`config.mk`:
```
export PLATFORM = sky130hd
export DESIGN_NAME = sfx_scheduler_flat
export DESIGN_NICKNAME = d
export VERILOG_FILES = /design/src/rtl/sfx_scheduler_pkg.sv /design/src/rtl/sfx_scheduler_if.sv /design/src/rtl/sfx_scheduler_rom.sv /design/src/rtl/sfx_scheduler.sv /design/src/flat_wrapper.sv
export SDC_FILE = /design/constraint.sdc
export NUM_CORES = 1
export LEC_CHECK = 0
export ABC_AREA = 1
export BUFFER_PORTS_ARGS = -buffer_cell sky130_fd_sc_hd__buf_2
export CAP_MARGIN = 5
export CORE_UTILIZATION = 35
export CTS_CLUSTER_DIAMETER = 120
export DETAILED_ROUTE_END_ITERATION = 16
export PLACE_DENSITY = 0.64
export SETUP_SLACK_MARGIN = 0.1
export SYNTH_ARGS = -nofsm -noshare
export SYNTH_HDL_FRONTEND = slang
export SYNTH_SLANG_ARGS = --single-unit
```
`constraint.sdc`:
```
create_clock -name clk -period 2.75 [get_ports clk]
set_input_delay 0.4125 -clock clk [delete_from_list [all_inputs] [get_ports clk]]
set_output_delay 0.4125 -clock clk [all_outputs]
set_load 0.02 [all_outputs]
```
`src/rtl/sfx_scheduler_pkg.sv`:
```
// Shared types and constants for the sound-effect scheduler: state encoding,
// note divider values, requester count and the "no effect" id.
package sfx_scheduler_pkg;

  typedef enum logic {IDLE, PLAY} state_t;

  localparam int NUM_REQ = 5;
  localparam int NOTES   = 4;

  localparam logic [2:0]  ID_NONE  = 3'd7;

  localparam logic [26:0] DIV_DO   = 27'd191571;
  localparam logic [26:0] DIV_RE   = 27'd170648;
  localparam logic [26:0] DIV_MI   = 27'd151515;
  localparam logic [26:0] DIV_FA   = 27'd143266;
  localparam logic [26:0] DIV_SO   = 27'd127551;
  localparam logic [26:0] DIV_LA   = 27'd113636;
  localparam logic [26:0] DIV_SI   = 27'd101214;
  localparam logic [26:0] REST     = 27'd0;
  localparam logic [26:0] REST_DIV = 27'd1;

  // Lowest set index wins; ID_NONE when nothing is set.
  function automatic logic [2:0] first_set(input logic [NUM_REQ-1:0] v);
    first_set = ID_NONE;
    for (int i = NUM_REQ - 1; i >= 0; i--) begin
      if (v[i]) first_set = 3'(i);
    end
  endfunction

endpackage

```
`src/rtl/sfx_scheduler_if.sv`:
```
// Request/divider bundle between game logic, the scheduler and the buzzer.
interface sfx_scheduler_if;
  import sfx_scheduler_pkg::*;

  logic [NUM_REQ-1:0] req;
  logic [26:0]        bgm_div;
  logic               mute;
  logic [26:0]        div_out;
  logic               busy;
  logic [2:0]         active_id;
  logic               done;

  modport master (output req, bgm_div, mute,
                  input  div_out, busy, active_id, done);
  modport slave  (input  req, bgm_div, mute,
                  output div_out, busy, active_id, done);
endinterface

```
`src/rtl/sfx_scheduler_rom.sv`:
```
// Fixed 4-note effect table; REST entries come out as 0 and are mapped later.
module sfx_scheduler_rom
  import sfx_scheduler_pkg::*;
(
  input  logic [2:0]  id_i,
  input  logic [1:0]  idx_i,
  output logic [26:0] div_o
);

  // Packed so that seq[0] is the first note of the effect.
  logic [3:0][26:0] seq;

  always_comb begin
    seq = {REST, REST, REST, REST};
    case (id_i)
      3'd0:    seq = {DIV_DO, DIV_RE, DIV_MI, DIV_SO};
      3'd1:    seq = {DIV_LA, DIV_SO, DIV_MI, DIV_DO};
      3'd2:    seq = {DIV_MI, REST,   DIV_MI, DIV_MI};
      3'd3:    seq = {DIV_SO, DIV_LA, DIV_SO, DIV_LA};
      3'd4:    seq = {REST,   DIV_RE, REST,   DIV_RE};
      default: seq = {REST, REST, REST, REST};
    endcase
    div_o = seq[idx_i];
  end

endmodule

```
`src/rtl/sfx_scheduler.sv`:
```
// Right-channel divider arbiter: background music vs. five prioritised,
// queued, preempting 4-note sound effects.
//
//   state | meaning
//   IDLE  | no effect; div_out follows bgm_div
//   PLAY  | effect sel_q playing note idx_q, tick_q cycles into the note
module sfx_scheduler
  import sfx_scheduler_pkg::*;
#(
  parameter int NOTE_TICKS = 10_000_000
) (
  input logic            clk,
  input logic            rst_n,
  sfx_scheduler_if.slave bus
);

  localparam int            TW        = (NOTE_TICKS > 1) ? $clog2(NOTE_TICKS) : 1;
  localparam logic [TW-1:0] TICK_LAST = TW'(NOTE_TICKS - 1);

  state_t             state_q, state_d;
  logic [NUM_REQ-1:0] req_q, pend_q, pend_d;
  logic [NUM_REQ-1:0] new_w, cand, gmask;
  logic [2:0]         sel_q, sel_d, winner;
  logic [1:0]         idx_q, idx_d;
  logic [TW-1:0]      tick_q, tick_d;
  logic [26:0]        rom_div;
  logic               grant, last_note;

  assign new_w     = bus.req & ~req_q;
  assign cand      = pend_q | new_w;
  assign winner    = first_set(cand);
  assign last_note = (state_q == PLAY) && (tick_q == TICK_LAST) && (idx_q == 2'(NOTES - 1));

  always_comb begin
    state_d = state_q;
    sel_d   = sel_q;
    idx_d   = idx_q;
    tick_d  = tick_q;
    grant   = 1'b0;
    case (state_q)
      IDLE: begin
        if (cand != '0) grant = 1'b1;
      end
      PLAY: begin
        if (last_note) begin
          if (cand != '0) begin
            grant = 1'b1;
          end else begin
            state_d = IDLE;
            idx_d   = '0;
            tick_d  = '0;
          end
        end else if ((cand != '0) && (winner < sel_q)) begin
          grant = 1'b1;
        end else if (tick_q == TICK_LAST) begin
          tick_d = '0;
          idx_d  = idx_q + 2'd1;
        end else begin
          tick_d = tick_q + TW'(1);
        end
      end
      default: state_d = IDLE;
    endcase
    if (grant) begin
      state_d = PLAY;
      sel_d   = winner;
      idx_d   = '0;
      tick_d  = '0;
    end
  end

  // A fresh edge on a bit that was already queued survives its own grant.
  assign gmask  = grant ? (NUM_REQ'(1) << winner) : '0;
  assign pend_d = (cand & ~gmask) | (pend_q & new_w & gmask);

  always_ff @(posedge clk or negedge rst_n) begin
    if (!rst_n) begin
      state_q <= IDLE;
      req_q   <= '0;
      pend_q  <= '0;
      sel_q   <= ID_NONE;
      idx_q   <= '0;
      tick_q  <= '0;
    end else begin
      state_q <= state_d;
      req_q   <= bus.req;
      pend_q  <= pend_d;
      sel_q   <= sel_d;
      idx_q   <= idx_d;
      tick_q  <= tick_d;
    end
  end

  sfx_scheduler_rom u_rom (
    .id_i  (sel_q),
    .idx_i (idx_q),
    .div_o (rom_div)
  );

  always_comb begin
    bus.div_out = bus.bgm_div;
    if (bus.mute) begin
      bus.div_out = REST_DIV;
    end else if (state_q == PLAY) begin
      bus.div_out = (rom_div == REST) ? REST_DIV : rom_div;
    end
  end

  assign bus.busy      = (state_q == PLAY);
  assign bus.active_id = (state_q == PLAY) ? sel_q : ID_NONE;
  assign bus.done      = last_note;

endmodule

```
`src/flat_wrapper.sv`:
```
// flat-port wrapper written by rule: the top's interface ports become plain ports
module sfx_scheduler_flat import sfx_scheduler_pkg::*;
#(
  parameter int NOTE_TICKS = 10_000_000
)
  (clk, rst_n, bus_req, bus_bgm_div, bus_mute, bus_div_out, bus_busy, bus_active_id, bus_done);
  sfx_scheduler_if bus_i ();
  input logic clk;
  input logic rst_n;
  input wire logic [$bits(bus_i.req)-1:0] bus_req;
  input wire logic [$bits(bus_i.bgm_div)-1:0] bus_bgm_div;
  input wire logic [$bits(bus_i.mute)-1:0] bus_mute;
  output wire logic [$bits(bus_i.div_out)-1:0] bus_div_out;
  output wire logic [$bits(bus_i.busy)-1:0] bus_busy;
  output wire logic [$bits(bus_i.active_id)-1:0] bus_active_id;
  output wire logic [$bits(bus_i.done)-1:0] bus_done;
  assign bus_i.req = bus_req;
  assign bus_i.bgm_div = bus_bgm_div;
  assign bus_i.mute = bus_mute;
  assign bus_div_out = bus_i.div_out;
  assign bus_busy = bus_i.busy;
  assign bus_active_id = bus_i.active_id;
  assign bus_done = bus_i.done;
  sfx_scheduler #(.NOTE_TICKS(NOTE_TICKS)) u_core (.clk(clk), .rst_n(rst_n), .bus(bus_i));
endmodule
```
==> results.md, run 1 <==
- Slew at the pin closest to its max-slew limit: 889 ps
- Post-Syn Nets: 490
- Final GP Congestion: 0.889
- Boundary pin count: 67
- Clock Skew: ~9.5 ps
- Worst-skew pair later-pin latency: 300 ps
- Final min period: 2510 ps
- Die W: 94.1 um
- Wl on met1: 3.58 mm
- HPWL after detailed placement: 5.82 mm
- Post-synth cell types: 40
- Number of global-route vias before repair: around 2800
- Drt pass-1 iters: 4
- Crit path kind: reg2out
- Bufs on Longest Clock Path: 2
- CTS root buf: clkbuf_8
- Maximum number of pins on one net before global-route repair: between 40 and 50
- LEAKAGE: 1.77 nW
- Mean routed wirelength per cell: 12.1 um
- Htree depth: 2
- CP startpoint kind: flip-flop
- Crit path max fanout: 6
- Worst-path clk slew: 90 ps
- Synthesized area per cell: 6.59 um2
- Wire length on met2: 3.64 mm
- Inserted Clock Buffers: 5
- Commonest non-fill, non-tap cell in the layout: nand2_1
- Core Rows: 33
- Critical-path top delay cell: dfstp_2
- CP Buf/Inv Count: 2
- Sum of negative setup slack: 0 ps
- Die ar.: ~9000 um2
- Top_reg_cell synth: dfrtp_1
- Most frequent cells in the layout: 101 x nand2_1, 76 x nor2_1, 65 x buf_2, 60 x inv_1, 37 x dfrtp_1
- Ys Warns: 0
- #FFs+latches synth: 40
- CTS tree: done
- Mapped Area: 2970 um2
- CTS hold repair buffers: 0
- NetSw: 0.000274 W
- Most used cell, CP: nand2_1
- First-pass GRT wire length: 12.7 mm
- Worst Setup End Kind: output pin
- Post-Route WL: 7.60 mm
- Core ar.: 8220 um2
- # Max-Cap Violations: 0
- Area grow syn2layout: 20.8%
- GRT Total Usage: 18.0%
- Fin crit share: 91.4%
- Met3 wire length: 301 um
- DR iter-0 viols: 97
- Post-Syn Instances: 451
- Crit-path cells: clkinvlp_4 > a21oi_2 > nand2_1 > nand2_1 > a21oi_1 > nand2_1 > nand2_1 > o21ai_0 > buf_2
- Hold Violations, Final: 0
- F_max: 0.398 GHz
- Total global routing overflow: 0
- Filler instances: approximately 880
- Gate power share: under 10%
- IO Port Bufs: 66
- Power Dens Cells: about 330 nW/um2
- Post-synth EDFFs: 0
- Via/cell ratio: approximately 5
- Seq pwr share: between 50 and 60%
- Number of nets still failing antenna checks after routing: 0
- Crit path max-delay family: flip-flops
- Max-slew headroom: roughly two fifths
- Chip height: ~94 um
- Starting density of the core: 36.2%
- Post-synth ARST share: 100%
- Worst EP arrival: 2100 ps
- Clock Sink Count: 40
- Internal Power: ~0.0009 W
- Worst vdd rail ir drop: 219 uV
- Clk pwr share: 42.9%
- Sequential element share of the synthesized area: 33.8%
- Vias: 3049
- Sw frac: a little under a quarter
- Hold Crit Class: in2reg
- Final Max Tran Viols: 0
- Residual DRC: 0
- RSZ-0062 raised after global routing: true
- Initial antenna violation count: 0
- Final total power: 0.00117 W
- Top layer in use: met4
- Critical Path RT: roughly 2300 ps
- Ant. Diodes: 0
- Share of cells above drive strength 1: 21.1%
- CP peak stage delay: 620 ps
- Status: completed
- Setup violators final: 0
- Nets: 560
-- registers in the layout, indices dropped and copies added (netlist names) --
signal / cells
u_core.bus.busy: 1
u_core.sel_q: 3
u_core.tick_q: 24
u_core.pend_q: 5
u_core.idx_q: 2
u_core.req_q: 5
-- repair_timing --
action,4_1_cts,5_1_grt
setup endpoints to repair,2,13
gates resized for setup,1,17
setup buffers,0,5
pin swaps,0,0
-- layer usage --
layer | global-route usage, % | vias up
li1 | - | 1586
met1 | 22.4 | 1391
met2 | 32.1 | 62
met3 | 2.83 | 10
met4 | 4.23 | 0
met5 | 0 | -
-- power groups by stage --
stage | clock network (W) | registers, W | logic, W
after CTS | 0.000517 | 0.000593 | 0.0000742
after detailed placement | 0 | 0.000604 | 0.0000738
final | 0.000501 | 0.000593 | 0.0000738
after floorplan | 0 | 0.000604 | 0.0000271
after global routing | 0.000541 | 0.000593 | 0.0000835
after global placement | 0 | 0.000604 | 0.0000731
-- area by class of cell --
| cell class | instances | area (um2) | share of cell area (%) |
|---|---|---|---|
| Multi-Input combinational cell | 332 | 1670 | 46.6 |
| Sequential cell | 40 | 1000 | 28.0 |
| Timing Repair Buffer | 76 | 408 | 11.4 |
| Inverter | 66 | 258 | 7.18 |
| Tap cell | 105 | 131 | 3.66 |
| Clock buffer | 5 | 68.8 | 1.92 |
| Clock inverter | 3 | 46.3 | 1.29 |
-- worst paths after layout --
kind                                        startpoint                       endpoint  slack (ps)  cells after the start
max                        u_core.sel_q[0]$_DFFE_PN1P_                 bus_div_out[6]         240                      9
min                                         bus_req[2]      u_core.req_q[2]$_DFF_PN0_         220                      1
max reg2reg                  u_core.req_q[0]$_DFF_PN0_  u_core.tick_q[13]$_DFFE_PN0P_         640                     15
min reg2reg                  u_core.req_q[0]$_DFF_PN0_     u_core.pend_q[0]$_DFF_PN0_         550                      3
max in group asynchronous                        rst_n  u_core.tick_q[20]$_DFFE_PN0P_        1960                      1
min in group asynchronous                        rst_n   u_core.tick_q[1]$_DFFE_PN0P_         230                      1
-- logic make-up (layout without fill, tap and decap cells) --
| kind of cell | count (synthesis) | count (layout) | synth area share, % |
|---|---|---|---|
| buf+inv | 79 | 150 | 11.0 |
| fa+ha+maj | 4 | 4 | 1.68 |
| compound gates | 54 | 54 | 10.1 |
| simple gates | 254 | 254 | 37.4 |
| flops | 40 | 40 | 33.8 |
| xor+xnor | 20 | 20 | 5.89 |
-- through the flow --
stage,util [%],area [um2],hold WS (ps),cells,setup slack (ps)
global placement,41.3,3400,514,614,430
global route,43.7,3590,202,627,22.8
finish,43.7,3590,223,627,237
CTS,42.7,3510,219,622,128
detailed placement,41.3,3400,539,614,434
floorplan,-,2970,117,451,586
-- cells in the mapped netlist, types with 2 or more instances --
cell | count | share of area [%]
a21oi_1 | 14 | 2.4
nand2_4 | 3 | 1.1
buf_2 | 3 | 0.51
ha_1 | 4 | 1.7
clkinv_1 | 3 | 0.38
o21ai_0 | 28 | 4.7
clkbuf_1 | 7 | 0.88
dfstp_2 | 3 | 2.7
nand3_1 | 31 | 5.2
nand4_1 | 17 | 3.6
nor2_1 | 78 | 9.9
nand2_2 | 4 | 0.84
nand3b_1 | 3 | 0.76
nor3_1 | 10 | 1.7
xor2_1 | 19 | 5.6
a31oi_1 | 2 | 0.42
dfrtp_1 | 37 | 31
inv_1 | 61 | 7.7
nand2_1 | 103 | 13
Note: power is estimated with default switching activity, not from simulation.
==> inputs of run 2 (changes only) <==
--- a/constraint.sdc
+++ b/constraint.sdc
@@ -3,2 +3,2 @@
 set_output_delay 0.4125 -clock clk [all_outputs]
-set_load 0.02 [all_outputs]
+set_load 0.01 [all_outputs]
==> run 2 against run 1 <==
Against the previous run:
- clock power shrank 0.8%
- register-to-register slack is essentially flat
- via count grew 0.43%
- sequential cell count is the same
- wire length shrank 0.97%
- largest cell class unchanged
- highest routed layer unchanged
==> results.md, run 2 (synthesized netlist as in run 1, its figures left out) <==
- Status: completed (unchanged)
- Most frequent cells in the layout: 101 x nand2_1, 77 x nor2_1, 66 x buf_2, 61 x inv_1, 36 x dfrtp_1 (was 101 x nand2_1, 76 x nor2_1, 65 x buf_2, 60 x inv_1, 37 x dfrtp_1)
- CP peak stage delay: 610 ps (was 620 ps)
- Worst-skew pair later-pin latency: 300 ps (about the same)
- Max reg flops: 24 (unchanged)
- Ant. Diodes: 0 (unchanged)
- Worst Setup End Kind: output pin (unchanged)
- Final core occ: 43.4% (was 43.7%)
- Die ar.: 8860 um2 (unchanged)
- Die W: 94.1 um (unchanged)
- CP Buf/Inv Count: 4 (was 2)
- Hold Crit Class: in2async (was in2reg)
- Crit path max-delay family: flip-flops (unchanged)
- Total global routing overflow: 0 (unchanged)
- Number of global-route vias before repair: 2840 (was 2790)
- Clock Sink Count: 40 (unchanged)
- Vias: 3062 (was 3049)
- F_max: 0.397 GHz (was 0.398 GHz)
- Drt pass-1 iters: 4 (unchanged)
- Mean routed wirelength per cell: 12.0 um (was 12.1 um)
- Hold Violations, Final: 0 (unchanged)
- Maximum number of pins on one net before global-route repair: 41 (unchanged)
- Bufs on Longest Clock Path: 2 (unchanged)
- Dpl cells: 613 (was 614)
- Chip height: 94.1 um (unchanged)
- Residual DRC: 0 (unchanged)
- IO Port Bufs: 66 (unchanged)
- Boundary pin count: 67 (unchanged)
- Post-Route WL: 7.53 mm (was 7.60 mm)
- Final std cells w/o fill: 626 (was 627)
- Setup violators final: 0 (unchanged)
- CTS root buf: clkbuf_8 (unchanged)
- HPWL after detailed placement: 5.81 mm (was 5.82 mm)
- First-pass GRT wire length: 12.6 mm (was 12.7 mm)
- Finished Cell Area: 3570 um2 (was 3590 um2)
- Power Dens Cells: 324 nW/um2 (was 325 nW/um2)
- Worst hold slack: 226 ps (was 223 ps)
- Commonest non-fill, non-tap cell in the layout: nand2_1 (unchanged)
- Critical-path top delay cell: dfstp_2 (unchanged)
- Htree depth: 2 (unchanged)
- Core Rows: 33 (unchanged)
- CP startpoint kind: flip-flop (unchanged)
- Worst EP arrival: 2110 ps (was 2100 ps)
- Worst-path clk slew: 90 ps (about the same)
- Crit-path cells: nor2_2 > a21oi_1 > inv_1 > buf_4 > a21oi_1 > nand2_1 > nand2_1 > o32ai_1 > inv_1 > buf_2 (was clkinvlp_4 > a21oi_2 > nand2_1 > nand2_1 > a21oi_1 > nand2_1 > nand2_1 > o21ai_0 > buf_2)
- LEAKAGE: 1.76 nW (was 1.77 nW)
- Area grow syn2layout: 20.0% (was 20.8%)
- CTS tree: done (unchanged)
- Max-slew headroom: 40.9% (was 40.7%)
- Final Max Tran Viols: 0 (unchanged)
- Fin crit share: 91.7% (was 91.4%)
- Slew at the pin closest to its max-slew limit: 887 ps (was 889 ps)
- GRT Total Usage: 17.9% (was 18.0%)
- Largest regs: u_core.tick_q x24, u_core.pend_q x5, u_core.req_q x5 (unchanged)
- Nets: 559 (was 560)
- Via/cell ratio: 4.89 (was 4.86)
- Sum of negative setup slack: 0 ps (unchanged)
- Final min period: 2520 ps (was 2510 ps)
- Share of cells above drive strength 1: 20.3% (was 21.1%)
- CTS hold repair buffers: 0 (unchanged)
- Initial antenna violation count: 0 (unchanged)
- Starting density of the core: 36.2% (unchanged)
- Number of nets still failing antenna checks after routing: 0 (unchanged)
- RSZ-0062 raised after global routing: true (unchanged)
- Reg with most FFs: u_core.tick_q (unchanged)
- Core ar.: 8220 um2 (unchanged)
- Final GP Congestion: 0.911 (was 0.889)
- DR iter-0 viols: 90 (was 97)
- Area of placed instances: 3390 um2 (was 3400 um2)
- Crit path kind: reg2out (unchanged)
- Crit path max fanout: 6 (unchanged)
- Inserted Clock Buffers: 5 (unchanged)
- # Max-Cap Violations: 0 (unchanged)
- Critical Path RT: 2340 ps (about the same)
- Clock Skew: 9.45 ps (about the same)
- Worst vdd rail ir drop: 217 uV (was 219 uV)
==> run 2: cell type report <==
cell class / instances / area, um2
clock buffers: 5 / 68.8
fillers: 895 / 4650
inverters: 66 / 256
repair buffers: 75 / 398
flip-flops and latches: 40 / 1010
clock inverters: 3 / 46.3
multi-input cells: 332 / 1660
well taps: 105 / 131
==> run 2: path summary, 6_finish.rpt <==
path | from | end | slack (ps) | cells past startpoint
setup / recovery | u_core.sel_q[2]$_DFFE_PN1P_ | bus_div_out[0] | 230 | 10
hold / removal | rst_n | u_core.tick_q[21]$_DFFE_PN0P_ | 230 | 1
setup reg to reg | u_core.pend_q[0]$_DFF_PN0_ | u_core.tick_q[13]$_DFFE_PN0P_ | 630 | 14
hold reg to reg | u_core.req_q[0]$_DFF_PN0_ | u_core.pend_q[0]$_DFF_PN0_ | 530 | 3
max in group asynchronous | rst_n | u_core.idx_q[0]$_DFFE_PN0P_ | 1910 | 1
min in group clk | bus_req[2] | u_core.req_q[2]$_DFF_PN0_ | 230 | 1
==> run 2: per-stage QoR <==
stage / power (W) / setup WS, ps
after global routing: 0.00121 / 62.8
after CTS: 0.00117 / 155
after detailed placement: 0.000671 / 258
after floorplan: 0.000625 / 757
after global placement: 0.000670 / 342
final: 0.00116 / 228
==> run 2: what timing repair did <==
action | in CTS | in global routing
buffers inserted | 1 | 4
resized for setup | 1 | 9
endpoints found under the hold margin | 0 | 0
endpoints found under the setup margin | 6 | 13
pin swaps | 0 | 1
==> run 2: metal layers <==
metal | GRT usage, % | vias to the layer above | wire length, um
li1 | - | 1577 | -
met1 | 21.2 | 1398 | 3390
met2 | 31.9 | 77 | 3690
met3 | 3.40 | 10 | 337
met4 | 6.28 | 0 | 115
met5 | 0 | - | 0
==> run 2: power by group <==
group,total [W],internal (W),switching (W)
combinational,0.0000663,0.0000273,0.0000390
sequential,0.000592,0.000591,0.000000834
clock,0.000497,0.000274,0.000223
total,0.00116,0.000892,0.000263
==> inputs of run 3 (changes only) <==
PLACE_DENSITY = 0.63   (was 0.64)
SYNTH_HIERARCHICAL = 1   (was default)
==> run 3 against run 2 <==
Against the previous run:
- critical path depth grew 4
- register-to-register slack lost 80 ps
- design area is 15% higher
- clock skew is 1.8 ps lower
- count of clock-buffer cells in the layout increased by 3
- cell count rose by 15%
- combinational power increased to 21 times the previous value
- highest routed layer unchanged
- wire length grew 12%
==> results.md, run 3 <==
- Most frequent cells in the layout: 101 x nand2_1, 83 x nor2_1, 66 x buf_2, 48 x inv_1, 43 x o21ai_0 (was 101 x nand2_1, 77 x nor2_1, 66 x buf_2, 61 x inv_1, 36 x dfrtp_1)
- Hold Violations, Final: 0 (unchanged)
- Initial antenna violation count: 0 (unchanged)
- Mean routed wirelength per cell: 11.7 um (was 12.0 um)
- Area contributors post-synth: dfrtp_1 27%, nand2_1 12%, nor2_1 9.1%, o21ai_0 6.6%, inv_1 5.4% (was dfrtp_1 31%, nand2_1 13%, nor2_1 9.9%, inv_1 7.7%, xor2_1 5.6%)
- First-pass GRT wire length: 14.3 mm (was 12.6 mm)
- Share of cells above drive strength 1: 27.3% (was 20.3%)
- Wire length on met2: 4.02 mm (was 3.69 mm)
- Met3 wire length: 305 um (was 337 um)
- Final Max Tran Viols: 0 (unchanged)
- Power Dens Cells: 601 nW/um2 (was 324 nW/um2)
- Ys Warns: 6 (was 0)
- CTS tree: done (unchanged)
- Dpl cells: 700 (was 613)
- Fin crit share: 97.3% (was 91.7%)
- Vias: 3452 (was 3062)
- Number of global-route vias before repair: 3269 (was 2840)
- Area grow syn2layout: 18.4% (was 20.0%)
- Critical-path top delay cell: dfstp_2 (unchanged)
- Residual DRC: 0 (unchanged)
- CP startpoint kind: flip-flop (unchanged)
- CTS root buf: clkbuf_8 (unchanged)
- Final core occ: 43.6% (was 43.4%)
- RSZ-0062 raised after global routing: true (unchanged)
- Post-synth top cells: 115 x nand2_1, 84 x nor2_1, 50 x inv_1 (was 103 x nand2_1, 78 x nor2_1, 61 x inv_1)
- Number of nets still failing antenna checks after routing: 0 (unchanged)
- Total global routing overflow: 0 (unchanged)
- F_max: 0.374 GHz (was 0.397 GHz)
- Synthesized area per cell: 6.59 um2 (about the same)
- Boundary pin count: 67 (unchanged)
- Commonest non-fill, non-tap cell in the layout: nand2_1 (unchanged)
- Max-slew headroom: 42.5% (was 40.9%)
- # Max-Cap Violations: 0 (unchanged)
- Htree depth: 2 (unchanged)
- Maximum number of pins on one net before global-route repair: 41 (unchanged)
- #FFs+latches synth: 40 (unchanged)
- Worst-path clk slew: 80 ps (was 90 ps)
- Post-synth ARST share: 100% (unchanged)
- Die W: 102 um (was 94.1 um)
- Setup violators final: 0 (unchanged)
- Post-Syn Instances: 526 (was 451)
- Clock Sink Count: 40 (unchanged)
- Drt pass-1 iters: 5 (was 4)
- Core Rows: 35 (was 33)
- Crit path max fanout: 4 (was 6)
- Hold Crit Class: in2async (unchanged)
- Crit-path cells: buf_6 > nand2_1 > nand2_2 > inv_1 > nand2_2 > nand2_1 > nand2_1 > nand2_2 > nor4_2 > nand4_1 > nor2_1 > o21ai_1 > nand3_1 > buf_2 (was nor2_2 > a21oi_1 > inv_1 > buf_4 > a21oi_1 > nand2_1 > nand2_1 > o32ai_1 > inv_1 > buf_2)
- Status: completed (unchanged)
- Wl on met1: 3.97 mm (was 3.39 mm)
- Nets: 631 (was 559)
- Worst Setup End Kind: output pin (unchanged)
- Max reg flops: 24 (unchanged)
- Clock Skew: 7.65 ps (was 9.45 ps)
- Ant. Diodes: 0 (unchanged)
- Crit path kind: reg2out (unchanged)
- Post-Route WL: 8.42 mm (was 7.53 mm)
- Synth area leader: dfrtp_1 (unchanged)
- Post-synth cell types: 44 (was 40)
- Slew at the pin closest to its max-slew limit: 862 ps (was 887 ps)
- Critical Path RT: 2340 ps (about the same)
- Top layer in use: met4 (unchanged)
- Sequential element share of the synthesized area: 29.0% (was 33.8%)
- Final min period: 2680 ps (was 2520 ps)
- Top_reg_cell synth: dfrtp_1 (unchanged)
- LEAKAGE: 2.02 nW (was 1.76 nW)
- Chip height: 102 um (was 94.1 um)
- Largest regs: u_core/tick_q x24, u_core/pend_q x5, u_core/req_q x5 (was u_core.tick_q x24, u_core.pend_q x5, u_core.req_q x5)
- Worst hold slack: 227 ps (was 226 ps)
- CP peak stage delay: 580 ps (was 610 ps)
- Starting density of the core: 36.8% (was 36.2%)
- Worst vdd rail ir drop: 494 uV (was 217 uV)
- Bufs on Longest Clock Path: 2 (unchanged)
- IO Port Bufs: 66 (unchanged)
- Synth top area share: 26.7% (was 31.2%)
- Worst-skew pair later-pin latency: 290 ps (was 300 ps)
- Final std cells w/o fill: 722 (was 626)
- Core ar.: 9420 um2 (was 8220 um2)
- Final GP Congestion: 0.889 (was 0.911)
- Via/cell ratio: 4.78 (was 4.89)
- Worst EP arrival: 2260 ps (was 2110 ps)
- Reg with most FFs: u_core/tick_q (was u_core.tick_q)
- Post-synth EDFFs: 0 (unchanged)
- GRT Total Usage: 16.8% (was 17.9%)
- DR iter-0 viols: 144 (was 90)
- Most frequent cell after synthesis: nand2_1 (unchanged)
- Inserted Clock Buffers: 5 (unchanged)
- HPWL after detailed placement: 6.37 mm (was 5.81 mm)
- Mapped Area: 3470 um2 (was 2970 um2)
- Die ar.: 10300 um2 (was 8860 um2)
[run 3: path summary, 6_finish.rpt]
path / from / cells past startpoint / endpoint / slack [ps]
min reg2reg: u_core/req_q[0]$_DFF_PN0_ / 3 / u_core/pend_q[0]$_DFF_PN0_ / 540
max: u_core/sel_q[0]$_DFFE_PN1N_ / 14 / bus_div_out[0] / 70
max reg2reg: u_core/pend_q[1]$_DFF_PN0_ / 16 / u_core/tick_q[3]$_DFFE_PN0P_ / 550
min in group clk: bus_req[1] / 1 / u_core/req_q[1]$_DFF_PN0_ / 260
max in group asynchronous: rst_n / 1 / u_core/pend_q[3]$_DFF_PN0_ / 1980
min: rst_n / 1 / u_core/tick_q[10]$_DFFE_PN0P_ / 230
[run 3: critical path, delay by kind of cell, from the launching register on]
| kind | cells | cell delay (ps) |
|---|---|---|
| and+or+nand+nor | 10 | 1010 |
| DFF | 1 | 580 |
| buffers and inverters | 3 | 320 |
| AOI/OAI and AO/OA | 1 | 60 |
[run 3: final cells by class]
class	instances	area, um2
clock buffers	8	80.1
fillers	1014	5310
inverters	62	243
multi-input cells	399	2140
flip-flops and latches	40	1000
well taps	129	161
repair buffers	84	473
[run 3: power breakdown]
group / internal (W) / switching, W
clock: 0.000180 / 0.000196
sequential: 0.000664 / 0.0000636
combinational: 0.000489 / 0.000875
[run 3: routing by layer]
metal  up-vias  global-route usage [%]
met5         -                       0
met3        12                    2.07
met4         0                    4.91
met1      1563                    22.4
met2        78                    28.3
li1       1799                       -
[run 3: through the flow]
stage	power (W)	setup slack [ps]	TNS, ps	cell area [um2]
final	0.00247	73.3	0	4110
after global routing	0.00268	-140	-140	4110
after CTS	0.00238	82.3	0	4000
after detailed placement	0.00188	132	0	3780
after global placement	0.00188	251	0	3780
after floorplan	0.00168	475	0	3500
[run 3: kinds of logic (layout without fill, tap and decap cells)]
family                     Yosys count  after routing  synth area share [%]
DFF                                 40             40                  29.0
xor gates and xnor gates            18             18                  4.55
adders and majority gates            4              4                  1.44
buffers and inverters               95            154                  13.6
other                                1              9                 0.108
and+or+nand+nor                    303            303                  41.1
AOI/OAI and AO/OA                   65             65                  10.2
[run 3: repair_timing]
action                                  in CTS  in global routing
endpoints found under the setup margin       1                  1
resized for setup                           16                 21
endpoints found under the hold margin        0                  0
buffers inserted                            11                  3
hold buffers                                 0                  0
pin swaps                                   10                  8
